### src/rtl/sort_oet_seq.sv
// ============================================================================
// sort_oet_seq : iterative odd-even transposition sorter, one phase per clock
// Rev 1.0
// ============================================================================
`default_nettype none

module sort_oet_seq #(
  parameter int N      = 8,
  parameter int W      = 8,
  parameter int SIGNED = 0
) (
  input  logic           clk,
  input  logic           rst,
  input  logic           in_valid,
  output logic           in_ready,
  input  logic [N*W-1:0] in_data,
  input  logic           descend,
  output logic           out_valid,
  input  logic           out_ready,
  output logic [N*W-1:0] out_data,
  output logic           busy
);

  localparam int PW = $clog2(N + 1);
  localparam int NP = N / 2;
  localparam logic [PW-1:0] LAST_PHASE = PW'(N - 1);

  typedef enum logic [1:0] {
    IDLE = 2'd0,
    SORT = 2'd1,
    DONE = 2'd2
  } state_t;

  state_t           state_q, state_d;
  logic [PW-1:0]    phase_q, phase_d;
  logic [N*W-1:0]   data_q, data_d;
  logic             desc_q, desc_d;

  logic             odd_phase;
  logic [NP-1:0][W-1:0] lo_new;
  logic [NP-1:0][W-1:0] hi_new;
  logic [N*W-1:0]   phase_data;

  assign odd_phase = phase_q[0];

  // Comparator j serves pair (2j,2j+1) on even phases and (2j+1,2j+2) on odd ones.
  for (genvar j = 0; j < NP; j++) begin : g_cmp
    logic [W-1:0] a, b;
    logic         a_gt_b, a_lt_b, pair_en, do_swap;

    if (2*j + 2 < N) begin : g_shared
      assign a       = odd_phase ? data_q[(2*j+1)*W +: W] : data_q[(2*j)*W +: W];
      assign b       = odd_phase ? data_q[(2*j+2)*W +: W] : data_q[(2*j+1)*W +: W];
      assign pair_en = 1'b1;
    end else begin : g_even_only
      assign a       = data_q[(2*j)*W +: W];
      assign b       = data_q[(2*j+1)*W +: W];
      assign pair_en = ~odd_phase;
    end

    if (SIGNED != 0) begin : g_signed
      assign a_gt_b = $signed(a) > $signed(b);
      assign a_lt_b = $signed(a) < $signed(b);
    end else begin : g_unsigned
      assign a_gt_b = a > b;
      assign a_lt_b = a < b;
    end

    assign do_swap   = pair_en & (desc_q ? a_lt_b : a_gt_b);
    assign lo_new[j] = do_swap ? b : a;
    assign hi_new[j] = do_swap ? a : b;
  end

  // Route each element from its comparator for the current phase parity.
  for (genvar i = 0; i < N; i++) begin : g_elem
    logic [W-1:0] ev, od;

    if (i % 2 == 0) begin : g_ev_even
      if (i + 1 < N) begin : g_pair
        assign ev = lo_new[i/2];
      end else begin : g_pass
        assign ev = data_q[i*W +: W];
      end
    end else begin : g_ev_odd
      assign ev = hi_new[(i-1)/2];
    end

    if (i == 0) begin : g_od_first
      assign od = data_q[i*W +: W];
    end else if (i % 2 == 1) begin : g_od_odd
      if (i + 1 < N) begin : g_pair
        assign od = lo_new[(i-1)/2];
      end else begin : g_pass
        assign od = data_q[i*W +: W];
      end
    end else begin : g_od_even
      assign od = hi_new[(i-2)/2];
    end

    assign phase_data[i*W +: W] = odd_phase ? od : ev;
  end

  always_comb begin
    state_d   = state_q;
    phase_d   = phase_q;
    data_d    = data_q;
    desc_d    = desc_q;
    in_ready  = 1'b0;
    out_valid = 1'b0;
    busy      = 1'b0;
    unique case (state_q)
      IDLE: begin
        in_ready = 1'b1;
        if (in_valid) begin
          data_d  = in_data;
          desc_d  = descend;
          phase_d = '0;
          state_d = SORT;
        end
      end
      SORT: begin
        busy    = 1'b1;
        data_d  = phase_data;
        phase_d = phase_q + PW'(1);
        if (phase_q == LAST_PHASE) begin
          state_d = DONE;
        end
      end
      DONE: begin
        out_valid = 1'b1;
        in_ready  = out_ready;
        if (out_ready) begin
          if (in_valid) begin
            data_d  = in_data;
            desc_d  = descend;
            phase_d = '0;
            state_d = SORT;
          end else begin
            state_d = IDLE;
          end
        end
      end
      default: state_d = IDLE;
    endcase
  end

  always_ff @(posedge clk) begin
    if (rst) begin
      state_q <= IDLE;
      phase_q <= '0;
      data_q  <= '0;
      desc_q  <= 1'b0;
    end else begin
      state_q <= state_d;
      phase_q <= phase_d;
      data_q  <= data_d;
      desc_q  <= desc_d;
    end
  end

  assign out_data = data_q;

endmodule

`default_nettype wire
### config.mk
export PLATFORM = sky130hd
export DESIGN_NAME = sort_oet_seq
export DESIGN_NICKNAME = d
export VERILOG_FILES = /design/src/rtl/sort_oet_seq.sv
export SDC_FILE = /design/constraint.sdc
export NUM_CORES = 1
export LEC_CHECK = 0
export CORE_ASPECT_RATIO = 2
export CORE_MARGIN = 4
export CORE_UTILIZATION = 51
export DETAILED_ROUTE_END_ITERATION = 6
export PLACE_DENSITY = 0.91
export RECOVER_POWER = 25
export SLEW_MARGIN = 20
export SYNTH_ARGS = -nofsm -noshare
export SYNTH_HDL_FRONTEND = slang
export SYNTH_SLANG_ARGS = --single-unit
### constraint.sdc
create_clock -name clk -period 3.9 [get_ports clk]
set_clock_uncertainty 0.15 [all_clocks]
set_input_delay 0.585 -clock clk [delete_from_list [all_inputs] [get_ports clk]]
set_output_delay 0.585 -clock clk [all_outputs]
set_load 0.02 [all_outputs]
==> metrics.log, run 1 <==
INFO  metric yosys_most_used_dff = sky130_fd_sc_hd__dfxtp_1
INFO  metric max_clock_freq = 274 MHz
INFO  metric setup.worst_path.end_class = flop
INFO  metric worst_path_largest_cell_delay = 600 ps
INFO  metric cts.clk_slew.worst_paths = 60 ps
INFO  metric cp_max_fo = 33
INFO  metric cp_cell_sequence = buf_4 > mux2i_1 > inv_1 > ha_1 > a21oi_1 > a211oi_1 > a211o_1 > buf_4 > mux2i_1 > a221oi_1 > a311oi_1
INFO  metric ys_warn_count = 0
INFO  metric synth-async-reset-ratio = 0
INFO  metric io-pin-count = 136
INFO  metric wirelength = 19.8 mm
INFO  metric post_synth.cell_area_avg = 7.89 um^2
INFO  metric grt_max_degree = 76
INFO  metric cts_tree = yes
INFO  metric worst_hold_startpoint = out_data[6]$_SDFFE_PP0P_
INFO  metric synth_enable_flop_cells = 0
INFO  metric power.density = 564 mW/mm^2
INFO  metric hold_viol = 0
INFO  metric design_power_total = 4.22 mW
INFO  metric dr.pass1.iters = 5
INFO  metric maxSlewViolCount = 0
INFO  metric hpwlAfterDp = 14.3 mm
INFO  metric multi_input_comb_area = 0.00390 mm^2
INFO  metric finalHoldWorstSlack = 362 ps
INFO  metric fin_setup_tns = 0 ps
INFO  metric core-area = 0.0109 mm^2
INFO  metric final_cells = 978
INFO  metric number_of_distinct_library_cells_after_synthesis = 66
INFO  metric ff2ff_setup_slack = 250 ps
INFO  metric proportion_of_netlist_area_held_by_the_largest_area_contributor = 0.248
INFO  metric postCtsSetupRepairBufs = 0
INFO  metric syn2layout_area_growth = 30.6%
INFO  metric drc = 0
INFO  metric timing.final.crit_share = 0.935
INFO  metric cp_data_arrival_time = 3710 ps
INFO  metric synth_fp_nets = 828
INFO  metric worst_skew_pair.late_latency = 350 ps
INFO  metric fin_nets = 936
INFO  metric most-common-layout-cells = sky130_fd_sc_hd__clkdlybuf4s50_1, sky130_fd_sc_hd__dfxtp_1, sky130_fd_sc_hd__a21oi_1
INFO  metric cts_resized = 0
INFO  metric critical_path.slowest_cell = sky130_fd_sc_hd__dfxtp_4
INFO  metric synth_cells = 726
INFO  metric cp.buffers_inverters = 3
INFO  metric clock_sink_count = 71
INFO  metric io_buffers = 135
INFO  metric timing.max_cap.violations = 0
INFO  metric ctsLongestPathBuffers = 2
INFO  metric seq_area_frac_synth = 0.248
INFO  metric cts_bufs_inserted = 9
INFO  metric power.leakage = 2.91 nW
INFO  metric netlist_top_cells_area = sky130_fd_sc_hd__dfxtp_1, sky130_fd_sc_hd__mux2i_1, sky130_fd_sc_hd__ha_1
INFO  metric grt_pass1_vias = 6280
INFO  metric crit_path_start_kind = flop
INFO  metric route.detailed.wl_per_inst = 20.3 um
INFO  metric r2r-start = phase_q[0]$_SDFFE_PP0P_
INFO  metric die_w = 83.0 um
INFO  metric drt_iter0_markers = 485
INFO  metric antenna_found_initial = 0
INFO  metric rsz_0062_raised_after_global_routing = no
INFO  metric htreeDepth = 3
INFO  metric grt_usage = 0.298
INFO  metric detailroute.via_count = 6302
INFO  metric register_area = 0.00143 mm^2
INFO  metric antenna-diode-count = 0
INFO  metric place.gp.congestion = 0.981
INFO  metric status = finished, final reports clean
INFO  metric worst_ir_drop_vdd = 0.308 mV
INFO  metric timing.hold.worst.class = flop to flop
INFO  metric yosys.area.top_type = sky130_fd_sc_hd__dfxtp_1
INFO  metric mostFrequentLayoutCell = sky130_fd_sc_hd__clkdlybuf4s50_1
INFO  metric routed_via_density = 6.44
INFO  metric cts_hold_repair.buffers = 0
INFO  metric relSlewSlack = 0.448
INFO  metric grt.overflow.total = 0
INFO  metric die_h = 158 um
INFO  metric placedCellCount = 963
INFO  metric netlist_area = 0.00573 mm^2
INFO  metric cp-startpoint = phase_q[0]$_SDFFE_PP0P_
INFO  metric postSynthRegisterBits = 71
INFO  metric layout_min_cycle_time = 3650 ps
INFO  metric wire_length_of_the_first_global_routing_pass = 31.5 mm
INFO  metric crit_type = flop to flop
INFO  metric num-fill-cells = 870
INFO  metric timing.final.setup_violations = 0
INFO  metric route.antenna.remaining_nets = 0
INFO  metric crit_family = compound AO/OA/AOI/OAI gates
INFO  metric final_layout_size_suffix_gt1_frac = 0.0919
INFO  metric tightest_slew = 828 ps
INFO  metric clockRootBuffer = sky130_fd_sc_hd__clkbuf_16
INFO  metric placementRows = 54
INFO  metric critical_path_required = 3960 ps
INFO  metric start_util = 0.524
INFO  metric die_area = 0.0131 mm^2
## metal layers
| layer | wire length, um | up-vias | global-route usage |
|---|---|---|---|
| met4 | 1460 | 0 | 0.231 |
| li1 | - | 2932 | - |
| met3 | 1390 | 86 | 0.0578 |
| met2 | 10300 | 344 | 0.546 |
| met1 | 6670 | 2940 | 0.292 |
| met5 | 0 | - | 0 |
## worst min-delay path, stage by stage (launching register included)
cell	delay, ps
sky130_fd_sc_hd__dfxtp_1	310
sky130_fd_sc_hd__nor2_1	90
sky130_fd_sc_hd__a2111oi_0	60
## cell families (layout without fill, tap and decap cells)
kind of cell | after synthesis | in the layout | share of synthesized area
multiplexers | 68 | 68 | 0.124
AND/OR/NAND/NOR | 227 | 227 | 0.191
flip-flops | 71 | 71 | 0.248
adder cells (fa/ha/maj) | 33 | 33 | 0.0721
buffers and inverters | 95 | 207 | 0.0740
AO/OA/AOI/OAI | 230 | 230 | 0.288
XOR/XNOR | 2 | 2 | 0.00306
## report_power, final
part / leakage (nW) / internal [mW] / switching [mW]
Sequential: 0.589 / 0.848 / 0.193
Combinational: 2.16 / 0.971 / 1.26
Clock: 0.163 / 0.614 / 0.338
## state kept, by name, indices dropped and copies added, names as in the netlist
| name | count |
|---|---|
| out_data | 64 |
| phase_q | 4 |
| desc_q | 1 |
| state_q | 2 |
## synthesized netlist by cell type (17+ instances only)
cell type                  instances
sky130_fd_sc_hd__dfxtp_1          71
sky130_fd_sc_hd__a21oi_1          59
sky130_fd_sc_hd__nor2_1           56
sky130_fd_sc_hd__nand2_1          51
sky130_fd_sc_hd__mux2i_1          46
sky130_fd_sc_hd__nor3_1           34
sky130_fd_sc_hd__ha_1             33
sky130_fd_sc_hd__inv_1            33
sky130_fd_sc_hd__clkbuf_1         28
sky130_fd_sc_hd__nand3_1          27
sky130_fd_sc_hd__buf_2            26
sky130_fd_sc_hd__a211oi_1         25
sky130_fd_sc_hd__o21ai_0          25
sky130_fd_sc_hd__mux2_2           21
sky130_fd_sc_hd__a221oi_1         19
sky130_fd_sc_hd__nor2b_1          17
sky130_fd_sc_hd__o211ai_1         17
## cell type report
cell class	count	share of cell area
Clock inverter	4	0.0102
Multi-Input combinational cell	560	0.521
Timing Repair Buffer	159	0.203
Inverter	33	0.0165
Sequential cell	71	0.190
Clock buffer	11	0.0353
Tap cell	140	0.0234
## path summary, 6_finish.rpt
path / to / depth (start not counted)
worst max-delay path: out_data[36]$_SDFFE_PP0P_ / 11
worst min-delay path: out_data[6]$_SDFFE_PP0P_ / 2
worst max register to register: out_data[36]$_SDFFE_PP0P_ / 11
worst min register to register: out_data[6]$_SDFFE_PP0P_ / 2
## through the flow
step | util | area [um^2] | setup slack, ps
floorplan | - | 5730 | 383
global route | 0.684 | 7490 | 64.3
CTS | 0.684 | 7490 | 296
finish | 0.684 | 7490 | 252
global placement | 0.653 | 7150 | 417
detailed placement | 0.653 | 7150 | 345
Note: power is estimated with default switching activity, not from simulation.
==> run 2, diff against run 1 <==
--- a/config.mk
+++ b/config.mk
@@ -5,11 +5,12 @@
 export SDC_FILE = /design/constraint.sdc
 export NUM_CORES = 1
 export LEC_CHECK = 0
+export CAP_MARGIN = 20
 export CORE_ASPECT_RATIO = 2
 export CORE_MARGIN = 4
-export CORE_UTILIZATION = 51
+export CORE_UTILIZATION = 55
 export DETAILED_ROUTE_END_ITERATION = 6
-export PLACE_DENSITY = 0.91
+export PLACE_DENSITY = 0.95
 export RECOVER_POWER = 25
 export SLEW_MARGIN = 20
 export SYNTH_ARGS = -nofsm -noshare
==> constraint.sdc (replaced) <==
create_clock -name clk -period 4.6 [get_ports clk]
set_clock_uncertainty 0.15 [all_clocks]
set_input_delay 0.69 -clock clk [delete_from_list [all_inputs] [get_ports clk]]
set_output_delay 0.69 -clock clk [all_outputs]
set_load 0.02 [all_outputs]
==> run 2 against run 1 <==
The flow now finishes with violations (max-capacitance violations, max-slew violations). Combinational power is 15% lower. Clock power shrank 21%. Critical path depth stayed put. Flip-flop and latch count unchanged. Sequential power down 14%. Wire length rose by 4.8%. Sequential share of layout area rose by 0.25 points. Critical path type unchanged. Highest routed layer unchanged. Maximum frequency is 8.2% lower. Cell area decreased by 1.3%.
==> metrics.log, run 2 (synthesized netlist as in run 1, its figures left out) <==
INFO  metric cp_data_arrival_time = 4090 ps
INFO  metric maxSlewViolCount = 75
INFO  metric setup_ws = 625 ps
INFO  metric most-common-layout-cells = sky130_fd_sc_hd__clkdlybuf4s50_1, sky130_fd_sc_hd__dfxtp_1, sky130_fd_sc_hd__a21oi_1
INFO  metric die_h = 152 um
INFO  metric power.density = 478 mW/mm^2
INFO  metric die_w = 80.2 um
INFO  metric ff2ff_setup_slack = 620 ps
INFO  metric hold_viol = 0
INFO  metric r2r-start = phase_q[0]$_SDFFE_PP0P_
INFO  metric grt_max_degree = 48
INFO  metric route.antenna.remaining_nets = 0
INFO  metric num-fill-cells = 754
INFO  metric wire_length_of_the_first_global_routing_pass = 32.8 mm
INFO  metric cp_max_fo = 46
INFO  metric cts_bufs_inserted = 9
INFO  metric fin_nets = 926
INFO  metric multi_input_comb_area = 0.00389 mm^2
INFO  metric timing.final.crit_share = 0.864
INFO  metric route.detailed.wl_per_inst = 21.6 um
INFO  metric worst_skew_pair.late_latency = 340 ps
INFO  metric final_layout_size_suffix_gt1_frac = 0.0820
INFO  metric tightest_slew = 2050 ps
INFO  metric cts_resized = 0
INFO  metric largest_register_ffs = 64
INFO  metric place.gp.congestion = 0.999
INFO  metric timing.final.setup_violations = 0
INFO  metric drc = 0
INFO  metric crit_path_start_kind = flop
INFO  metric ctsLongestPathBuffers = 2
INFO  metric worstSetupEndpoint = out_data[26]$_SDFFE_PP0P_
INFO  metric cts_hold_repair.buffers = 0
INFO  metric layout_min_cycle_time = 3980 ps
INFO  metric cp-startpoint = phase_q[0]$_SDFFE_PP0P_
INFO  metric routed_via_density = 6.76
INFO  metric clock_sink_count = 71
INFO  metric rsz_0062_raised_after_global_routing = no
INFO  metric power.leakage = 2.85 nW
INFO  metric max_clock_freq = 252 MHz
INFO  metric fin_setup_tns = 0 ps
INFO  metric placementRows = 52
INFO  metric die_area = 0.0122 mm^2
INFO  metric antenna_found_initial = 0
INFO  metric postCtsSetupRepairBufs = 0
INFO  metric register_area = 0.00143 mm^2
INFO  metric cts.clk_slew.worst_paths = 60 ps
INFO  metric mostFrequentLayoutCell = sky130_fd_sc_hd__clkdlybuf4s50_1
INFO  metric cts_tree = yes
INFO  metric antenna-diode-count = 0
INFO  metric hpwlAfterDp = 14.8 mm
INFO  metric core-area = 0.0101 mm^2
INFO  metric wirelength = 20.8 mm
INFO  metric timing.hold.worst.class = flop to flop
INFO  metric critical_path_required = 4710 ps
INFO  metric htreeDepth = 3
INFO  metric timing.max_cap.violations = 2
INFO  metric io-pin-count = 136
INFO  metric relSlewSlack = -0.369
INFO  metric timing.reg2reg.worst_path_depth = 11
INFO  metric crit_type = flop to flop
INFO  metric drt_iter0_markers = 576
INFO  metric post-place-ws = 742 ps
INFO  metric dr.pass1.iters = 5
INFO  metric io_buffers = 135
INFO  metric start_util = 0.565
INFO  metric clockRootBuffer = sky130_fd_sc_hd__clkbuf_16
INFO  metric grt_usage = 0.339
INFO  metric setup.worst_path.end_class = flop
INFO  metric grt_pass1_vias = 6660
INFO  metric syn2layout_area_growth = 28.9%
INFO  metric detailroute.via_count = 6519
INFO  metric failed_checks = max-capacitance violations, max-slew violations
INFO  metric critical_path.reg2reg.endpoint = out_data[26]$_SDFFE_PP0P_
INFO  metric status = finished with violations
INFO  metric worst_ir_drop_vdd = 0.336 mV
INFO  metric grt.overflow.total = 0
==> run 2: cell types whose count changed in the layout (fill, tap and decap cells not counted), sizes merged <==
cell / delta
buf: -10
bufinv: -1
clkbuf: +1
clkdlybuf4s50: +1
dlygate4sd3: -1
inv: +1
==> run 2: critical path: stages (launching register included) <==
cell	delay (ps)
sky130_fd_sc_hd__dfxtp_4	730
sky130_fd_sc_hd__buf_4	310
sky130_fd_sc_hd__mux2_2	380
sky130_fd_sc_hd__ha_1	310
sky130_fd_sc_hd__nor2b_1	130
sky130_fd_sc_hd__o211ai_1	240
sky130_fd_sc_hd__a21o_1	170
sky130_fd_sc_hd__a311o_1	620
sky130_fd_sc_hd__buf_4	330
sky130_fd_sc_hd__mux2i_1	220
sky130_fd_sc_hd__a211oi_1	60
sky130_fd_sc_hd__nor3_1	180
==> run 2: worst min path at each step <==
| stage | startpoint | to | slack [ps] | depth (start not counted) |
|---|---|---|---|---|
| 3_5_place_dp | out_data[61]$_SDFFE_PP0P_ | out_data[61]$_SDFFE_PP0P_ | 360 | 2 |
| 3_3_place_gp | out_data[59]$_SDFFE_PP0P_ | out_data[59]$_SDFFE_PP0P_ | 350 | 2 |
| 2_1_floorplan | phase_q[1]$_SDFFE_PP0P_ | phase_q[1]$_SDFFE_PP0P_ | 340 | 2 |
| 6_report | out_data[61]$_SDFFE_PP0P_ | out_data[61]$_SDFFE_PP0P_ | 370 | 2 |
| 5_1_grt | out_data[0]$_SDFFE_PP0P_ | out_data[0]$_SDFFE_PP0P_ | 400 | 2 |
| 4_1_cts | out_data[57]$_SDFFE_PP0P_ | out_data[57]$_SDFFE_PP0P_ | 370 | 2 |
==> run 2: metrics by stage <==
step            util  total power [mW]  cells  hold WS [ps]  instance area, um^2
6_report       0.728              3.53    964           366                 7390
5_1_grt        0.728              3.70    964           397                 7390
4_1_cts        0.728              3.50    964           372                 7390
3_5_place_dp   0.697              2.74    948           361                 7070
3_3_place_gp   0.697              2.66    948           349                 7070
2_1_floorplan      -              2.19    726           341                 5730
==> run 2: layout make-up <==
class / count / share of cell area
clock buffer: 12 / 0.0361
clock inverter: 4 / 0.00694
inverter: 33 / 0.0168
multi-input combinational: 560 / 0.527
sequential: 71 / 0.193
tap: 135 / 0.0229
timing repair buffer: 149 / 0.198
==> run 2: power breakdown <==
| part | switching [mW] | internal (mW) | leakage (nW) | total, mW |
|---|---|---|---|---|
| clock | 0.286 | 0.466 | 0.155 | 0.751 |
| combinational | 1.09 | 0.796 | 2.11 | 1.89 |
| sequential | 0.172 | 0.719 | 0.589 | 0.891 |
| total | 1.55 | 1.98 | 2.85 | 3.53 |
==> run 2: layer usage <==
layer / part of all wire / routed length, um / global-route usage / vias up
met5: 0 / 0 / 0 / -
met4: 0.097 / 2010 / 0.276 / 0
met3: 0.070 / 1450 / 0.0609 / 137
met2: 0.51 / 10500 / 0.595 / 426
met1: 0.33 / 6810 / 0.332 / 3046
li1: - / - / - / 2910
==> run 3, diff against run 2 <==
--- a/config.mk
+++ b/config.mk
@@ -5,7 +5,7 @@
 export SDC_FILE = /design/constraint.sdc
 export NUM_CORES = 1
 export LEC_CHECK = 0
-export CAP_MARGIN = 20
+export CAP_MARGIN = 15
 export CORE_ASPECT_RATIO = 2
 export CORE_MARGIN = 4
 export CORE_UTILIZATION = 55
==> results of run 3 <==
Final layout, timing and power as in run 2 (identical DEF).
